$ cat config.mk
export PLATFORM = sky130hd
export DESIGN_NAME = cache_arbiter
export DESIGN_NICKNAME = d
export VERILOG_FILES = /design/src/rtl/cache_arbiter.sv
export SDC_FILE = /design/constraint.sdc
export NUM_CORES = 1
export LEC_CHECK = 0
export CELL_PAD_IN_SITES_DETAIL_PLACEMENT = 0
export CELL_PAD_IN_SITES_GLOBAL_PLACEMENT = 1
export CORE_AREA = 2 2 539 541
export CTS_BUF_LIST = sky130_fd_sc_hd__clkbuf_8
export DETAILED_ROUTE_END_ITERATION = 6
export DIE_AREA = 0 0 541 543
export DONT_BUFFER_PORTS = 1
export GPL_TIMING_DRIVEN = 1
export PLACE_DENSITY = 0.3
export RECOVER_POWER = 25
export SKIP_LAST_GASP = 1
export SLEW_MARGIN = 0
export SYNTH_ARGS = -nofsm -noshare
export SYNTH_HDL_FRONTEND = slang
export SYNTH_SLANG_ARGS = --single-unit
$ cat constraint.sdc
create_clock -name clk -period 1.8 [get_ports clk]
set_input_delay 0.36 -clock clk [delete_from_list [all_inputs] [get_ports clk]]
set_output_delay 0.36 -clock clk [all_outputs]
set_load 0.01 [all_outputs]
$ cat src/rtl/cache_arbiter.sv
// Round-robin arbiter sharing one physical-memory line port between the icache and dcache.
// A granted request is latched and replayed downstream until pmem_resp completes it.
module cache_arbiter #(
  parameter int unsigned ADDR_W  = 32,
  parameter int unsigned LINE_W  = 256,
  parameter bit          D_FIRST = 1'b1
) (
  input  logic              clk,
  input  logic              rst_n,
  input  logic              i_pmem_read,
  input  logic [ADDR_W-1:0] i_pmem_address,
  output logic              i_pmem_resp,
  output logic [LINE_W-1:0] i_pmem_rdata,
  input  logic              d_pmem_read,
  input  logic              d_pmem_write,
  input  logic [ADDR_W-1:0] d_pmem_address,
  input  logic [LINE_W-1:0] d_pmem_wdata,
  output logic              d_pmem_resp,
  output logic [LINE_W-1:0] d_pmem_rdata,
  output logic              pmem_read,
  output logic              pmem_write,
  output logic [ADDR_W-1:0] pmem_address,
  output logic [LINE_W-1:0] pmem_wdata,
  input  logic              pmem_resp,
  input  logic [LINE_W-1:0] pmem_rdata
);

  typedef enum logic [1:0] {
    IDLE    = 2'd0,
    SERVE_I = 2'd1,
    SERVE_D = 2'd2
  } state_e;

  state_e            state_q, state_d;
  logic              last_d_q, last_d_d;   // 1: dcache was granted most recently
  logic [ADDR_W-1:0] addr_q, addr_d;
  logic [LINE_W-1:0] wdata_q, wdata_d;
  logic              rd_q, rd_d;
  logic              wr_q, wr_d;
  logic              i_pend_c, d_pend_c, grant_d_c;

  always_ff @(posedge clk) begin
    if (!rst_n) begin
      state_q  <= IDLE;
      last_d_q <= ~D_FIRST;
      addr_q   <= '0;
      wdata_q  <= '0;
      rd_q     <= 1'b0;
      wr_q     <= 1'b0;
    end else begin
      state_q  <= state_d;
      last_d_q <= last_d_d;
      addr_q   <= addr_d;
      wdata_q  <= wdata_d;
      rd_q     <= rd_d;
      wr_q     <= wr_d;
    end
  end

  // Latched registers are cleared on completion so downstream outputs read 0 in IDLE.
  always_comb begin
    state_d   = state_q;
    last_d_d  = last_d_q;
    addr_d    = addr_q;
    wdata_d   = wdata_q;
    rd_d      = rd_q;
    wr_d      = wr_q;
    i_pend_c  = i_pmem_read;
    d_pend_c  = d_pmem_read | d_pmem_write;
    grant_d_c = 1'b0;
    case (state_q)
      IDLE: begin
        grant_d_c = d_pend_c & (~i_pend_c | ~last_d_q);
        if (grant_d_c) begin
          state_d  = SERVE_D;
          last_d_d = 1'b1;
          addr_d   = d_pmem_address;
          wdata_d  = d_pmem_wdata;
          wr_d     = d_pmem_write;
          rd_d     = d_pmem_read & ~d_pmem_write;
        end else if (i_pend_c) begin
          state_d  = SERVE_I;
          last_d_d = 1'b0;
          addr_d   = i_pmem_address;
          wdata_d  = '0;
          wr_d     = 1'b0;
          rd_d     = 1'b1;
        end
      end
      SERVE_I, SERVE_D: begin
        if (pmem_resp) begin
          state_d = IDLE;
          addr_d  = '0;
          wdata_d = '0;
          rd_d    = 1'b0;
          wr_d    = 1'b0;
        end
      end
      default: state_d = IDLE;
    endcase
  end

  assign pmem_read    = rd_q;
  assign pmem_write   = wr_q;
  assign pmem_address = addr_q;
  assign pmem_wdata   = wdata_q;

  // Completion and fill data are forwarded straight through to the current owner only.
  assign i_pmem_resp  = (state_q == SERVE_I) & pmem_resp;
  assign d_pmem_resp  = (state_q == SERVE_D) & pmem_resp;
  assign i_pmem_rdata = (state_q == SERVE_I) ? pmem_rdata : '0;
  assign d_pmem_rdata = (state_q == SERVE_D) ? pmem_rdata : '0;

  rw_exclusive_a: assert property (@(posedge clk) disable iff (!rst_n)
    !(d_pmem_read && d_pmem_write));

endmodule

**Word-level counts from Yosys, hierarchy flattened**

Index checks and enable logic that the tools add are counted.
Widths: inputs -> output; s select.

- Register bits after elaboration: 293
- Input port bits: 582
- Output and inout port bits: 804
- Word-level logic and storage cells: 48

- Eq/ne operators: 4
- Multiplexer cells: 22
- Bitwise logic cells: 9
- Reduce and logical (&&, ||, !) cells: 7

Operator list:

| kind | number |
|---|---|
| $mux 256 | 5 |
| $pmux 256 s2 | 1 |
| $mux 32 | 3 |
| $pmux 32 s2 | 1 |
| $mux 1 | 6 |
| $mux 2 | 3 |
| $and 1x1->1 | 4 |
| $pmux 1 s2 | 2 |
| $pmux 2 s2 | 1 |
| $reduce_and 2->1 | 2 |
| $reduce_bool 2->1 | 2 |
| $ne 3x3->1 const B | 1 |
| $not 1->1 | 3 |
| $reduce_and 3->1 | 1 |
| $eq 2x1->1 const B | 1 |
| $eq 2x2->1 const B | 1 |
| $logic_not 2->1 | 1 |
| $ne 2x2->1 const B | 1 |
| $or 1x1->1 | 2 |
| $reduce_or 2->1 | 1 |

**Longest topological paths before layout**

- Depth after elaboration: 5
- Depth in mapped cells: 9
- Depth with buffers taken out: 6

**Worst setup path after synthesis**

Ideal clock, no wire load.

- Path kind: flip-flop to flip-flop
- From: register state_q[0]
- To: register wdata_q[100] (netlist: pmem_wdata[100])
- Library setup time: 116 ps
- Data arrival time: 1761 ps
- Required time: 1684 ps
- Setup slack: -78 ps
- Stages on the path, launching flop included: 10
- Clock period less this slack: 1878 ps
- Path through: dfxtp_1 > inv_1 > ha_1 > mux2_2 > and2_1 > buf_6 > buf_6 > buf_6 > nand3_1 > a21boi_1

- Longest elaborated chain between the ends: 4

RTL lines:

| what | line | source |
|---|---|---|
| start, declared | 34 | `state_e state_q, state_d;` |
| start signal, assigned | 51 | `state_q <= state_d;` |
| $eq 2x1->1 / $eq 2x2->1 (equally long branches) | 71 | `case (state_q)` |
| $reduce_or 2->1 | 71 |  |
| $ne 2x2->1 (no source line) / $reduce_bool 2->1 (equally long branches) | - |  |
| $reduce_and 3->1 (no source line) | - |  |
| end signal, assigned | 54 | `wdata_q <= wdata_d;` |
| end, declared | 37 | `logic [LINE_W-1:0] wdata_q, wdata_d;` |

Parallel ways exist; a longest one is shown, timed or not.
A chain may end at the register's enable or synchronous reset.

**Worst setup path after layout**

- From: register state_q[1]
- To: output i_pmem_rdata[206]

- Longest elaborated chain between the ends: 2

RTL lines:

| what | line | source |
|---|---|---|
| $eq 2x1->1 | 111 | `assign i_pmem_rdata = (state_q == SERVE_I) ? pmem_rdata : '0;` |
| $mux 256 | 111 |  |
| end, declared | 13 | `output logic [LINE_W-1:0] i_pmem_rdata,` |

No other way between the ends.

==> flow_summary.ini <==
[global_route]
grt_pass1_wl_mm = 247.0
grt_max_degree = 91
grt_pass1_vias = 17120
antenna_found_initial = 198
grt-ovfl-total = 0
grt_usage_pct = 13.63

[cts]
cts_tree = yes
clk_pin_slew_worst_paths_ns = 0.05
cts_made_buffers = 67
htreeDepth = 3
clockBufferDepth = 3
clock_sinks = 293
root_buffer = clkbuf_8
clk_latency_ns = 0.75

[power_and_ir_drop]
power.switching_mw = 12.27
power_frac_seq_pct = 31.3
p_comb_share_pct = 40.1
p_clk_share_pct = 28.6
p_int_mw = 17.23
power_mw = 29.50
swShare_pct = 41.60
p_leak_nw = 10.60
powerDensity_nw_per_um2 = 965.9
irDropWorstVdd_mv = 0.4545

[place]
dp_hpwl_mm = 182.6
port_buffers = 0
place_congestion = 1.100
dp_slack_ns = -0.2610

[yosys]
syn-num-nets = 2441
synth_cell_types = 27
synth_seq_cells = 293
syn_area_per_cell_um2 = 8.087
yosysWarningCount = 0
synth.top_cell.area_share_pct = 39.08
ys_seq_area_share_pct = 39.08
synth_top_area_cell = dfxtp_1
syn_inst = 1856
synthTopCellsByArea = dfxtp_1, and2_1, a21boi_1, nand3_1, nand2_1
synth_area_um2 = 15010

[sta]
setup_slack_ns = -0.8479
setup_violations = 804
fmax_mhz = 377.7
rsz0062_at_grt = true
worst_slew_pin_slew_ns = 0.6385
drv_slew = 0
min_period_ns = 2.648
clock_skew_ns = 0.03193
final-hold-violation-count = 0
fin_crit_sh_pct = 147.1
slew_headroom_pct = 57.29

[routing]
antenna_left = 1
wl_per_cell_um = 32.90
drtPass1Iterations = 7
vias_per_cell = 2.786
drt_iter0_drc = 1342
drt_wl_total_mm = 211.6
vias = 17920
drc = 0

[finish]
nets = 3054
fillers = 33150
layout_common_cells = and2_1, dlygate4sd3_1, dfxtp_1
area.growth.synth_to_final_pct = 103.5
final-seq-area_um2 = 5868
layout_commonest_cell = and2_1
drive_gt1_share_pct = 24.16
multiInputGateArea_um2 = 8511
final_util_pct = 10.63

[floorplanning]
start_util_pct = 5.222
die-area_um2 = 293800
die_w_um = 541
fp.dieH_um = 543
num_rows = 197
core_um2 = 287400
num_io_pins = 1386

[worst_setup_path]
cp_cell_sequence = inv_2 -> buf_6 -> ha_4 -> buf_12 -> bufbuf_16 -> and2_1 -> buf_4 -> buf_12
reg2reg_slack_ns = -0.35
worstSetupEndpointType = output port
criticalPathCategory = flop to output port
critical_path_required_ns = 1.44
cp_common_cell = buf_12
start_kind = flop
worstReg2RegStart = state_q[0]$_SDFFE_PN0P_
ff2ff_path_depth = 9
r2r_end = pmem_wdata[239]$_SDFFE_PN0P_
cp_slowest_cell = dfxtp_2
critPathMaxFanout = 7
cpPeakStageDelay_ns = 0.33
arrival_ns = 2.29

[status]
failed_checks = antenna rules, setup timing
status = complete, but fails checks

[flow_run]
max_cap_violations = 0

[min_path]
hp-start = rst_n
min_path_cells = 2
holdPathEnd = pmem_wdata[190]$_SDFFE_PN0P_
min_path_type = input pin to flop
## power by group through the flow
stage | clock, mW | sequential (mW) | combinational [mW]
2_1_floorplan | 0 | 8.42 | 4.78
3_3_place_gp | 0 | 9.50 | 10.0
3_5_place_dp | 0 | 9.47 | 10.0
4_1_cts | 9.04 | 9.35 | 11.3
5_1_grt | 9.23 | 9.50 | 12.7
6_report | 8.43 | 9.23 | 11.8
## registers in the layout, summed over array words and instances, names as in the netlist
| signal | cells |
|---|---|
| pmem_address | 32 |
| pmem_read | 1 |
| pmem_wdata | 256 |
| last_d_q | 1 |
| state_q | 2 |
| pmem_write | 1 |
## cell type report
| cell class | count | share of cell area [%] |
|---|---|---|
| Antenna cell | 128 | 1.049 |
| Timing Repair Buffer | 725 | 31.72 |
| Tap cell | 3781 | 15.49 |
| Clock inverter | 36 | 0.7988 |
| Multi-Input combinational cell | 1379 | 27.86 |
| Inverter | 3 | 0.03687 |
| Sequential cell | 293 | 19.21 |
| Clock buffer | 85 | 3.830 |
## what timing repair did
item                                    in CTS  in global routing
endpoints found under the setup margin     887                880
cloned                                       8                 16
setup buffers                                8                 20
hold buffers                               331                  0
endpoints found under the hold margin      293                  0
resized for setup                           48                120
pin swaps                                    1                  3
## metrics by stage
step           hold WS [ns]  cells  instance area (um^2)  setup TNS [ns]
2_1_floorplan        0.4482   1856                 15020               0
3_3_place_gp         0.4897   5799                 24110          -80.35
3_5_place_dp         0.4933   5799                 24110          -75.80
4_1_cts            0.006742   6267                 29380         -545.15
5_1_grt             0.03392   6372                 30400         -563.29
6_report             0.1325   6430                 30550         -441.34
## how the worst max path moves through the flow
stage	startpoint	end
2_1_floorplan	state_q[1]$_SDFFE_PN0P_	pmem_wdata[100]$_SDFFE_PN0P_
3_3_place_gp	state_q[0]$_SDFFE_PN0P_	pmem_wdata[192]$_SDFFE_PN0P_
3_5_place_dp	state_q[0]$_SDFFE_PN0P_	pmem_wdata[192]$_SDFFE_PN0P_
4_1_cts	state_q[1]$_SDFFE_PN0P_	i_pmem_rdata[46]
5_1_grt	state_q[1]$_SDFFE_PN0P_	i_pmem_rdata[17]
6_report	state_q[1]$_SDFFE_PN0P_	i_pmem_rdata[206]
## routing by layer
layer	global-route usage [%]	share of wire, %	up-vias
met3	11.06	18	407
li1	-	-	7517
met2	20.60	42	1467
met4	2.924	2.7	68
met1	14.59	37	8457
met5	0.2795	0.32	-
## synthesized netlist by cell type
cell       count
and2_1       517
dfxtp_1      293
nand2_1      263
nand3_1      257
a21boi_1     221
clkbuf_1      88
buf_2         40
a21boi_0      37
o2bb2ai_1     33
mux2i_1       32
buf_6         26
buf_1         25
a21oi_1        3
ha_1           3
inv_1          3
buf_4          2
nand4b_1       2
o22ai_1        2
mux2_2         1
nand2_2        1
nand3b_1       1
nor2_2         1
nor2b_1        1
nor3_1         1
o21ai_0        1
or3_1          1
or4b_1         1
## logic make-up (layout without fill, tap and decap cells)
family / after synthesis / after routing / synth area share, %
and+or+nand+nor: 1046 / 1046 / 37.13
AOI/OAI and AO/OA: 297 / 297 / 15.05
DFF: 293 / 293 / 39.08
buffers and inverters: 184 / 849 / 6.285
muxes: 33 / 33 / 2.209
adders and majority gates: 3 / 3 / 0.2501
other: 0 / 128 / 0
## worst max-delay path: cells and delay by family (launching register included)
family / cells / cell delay (ns)
adders and majority gates: 1 / 0.17
buffers and inverters: 6 / 0.89
DFF: 1 / 0.33
and+or+nand+nor: 1 / 0.13
Power figures use the tool's default switching activity.
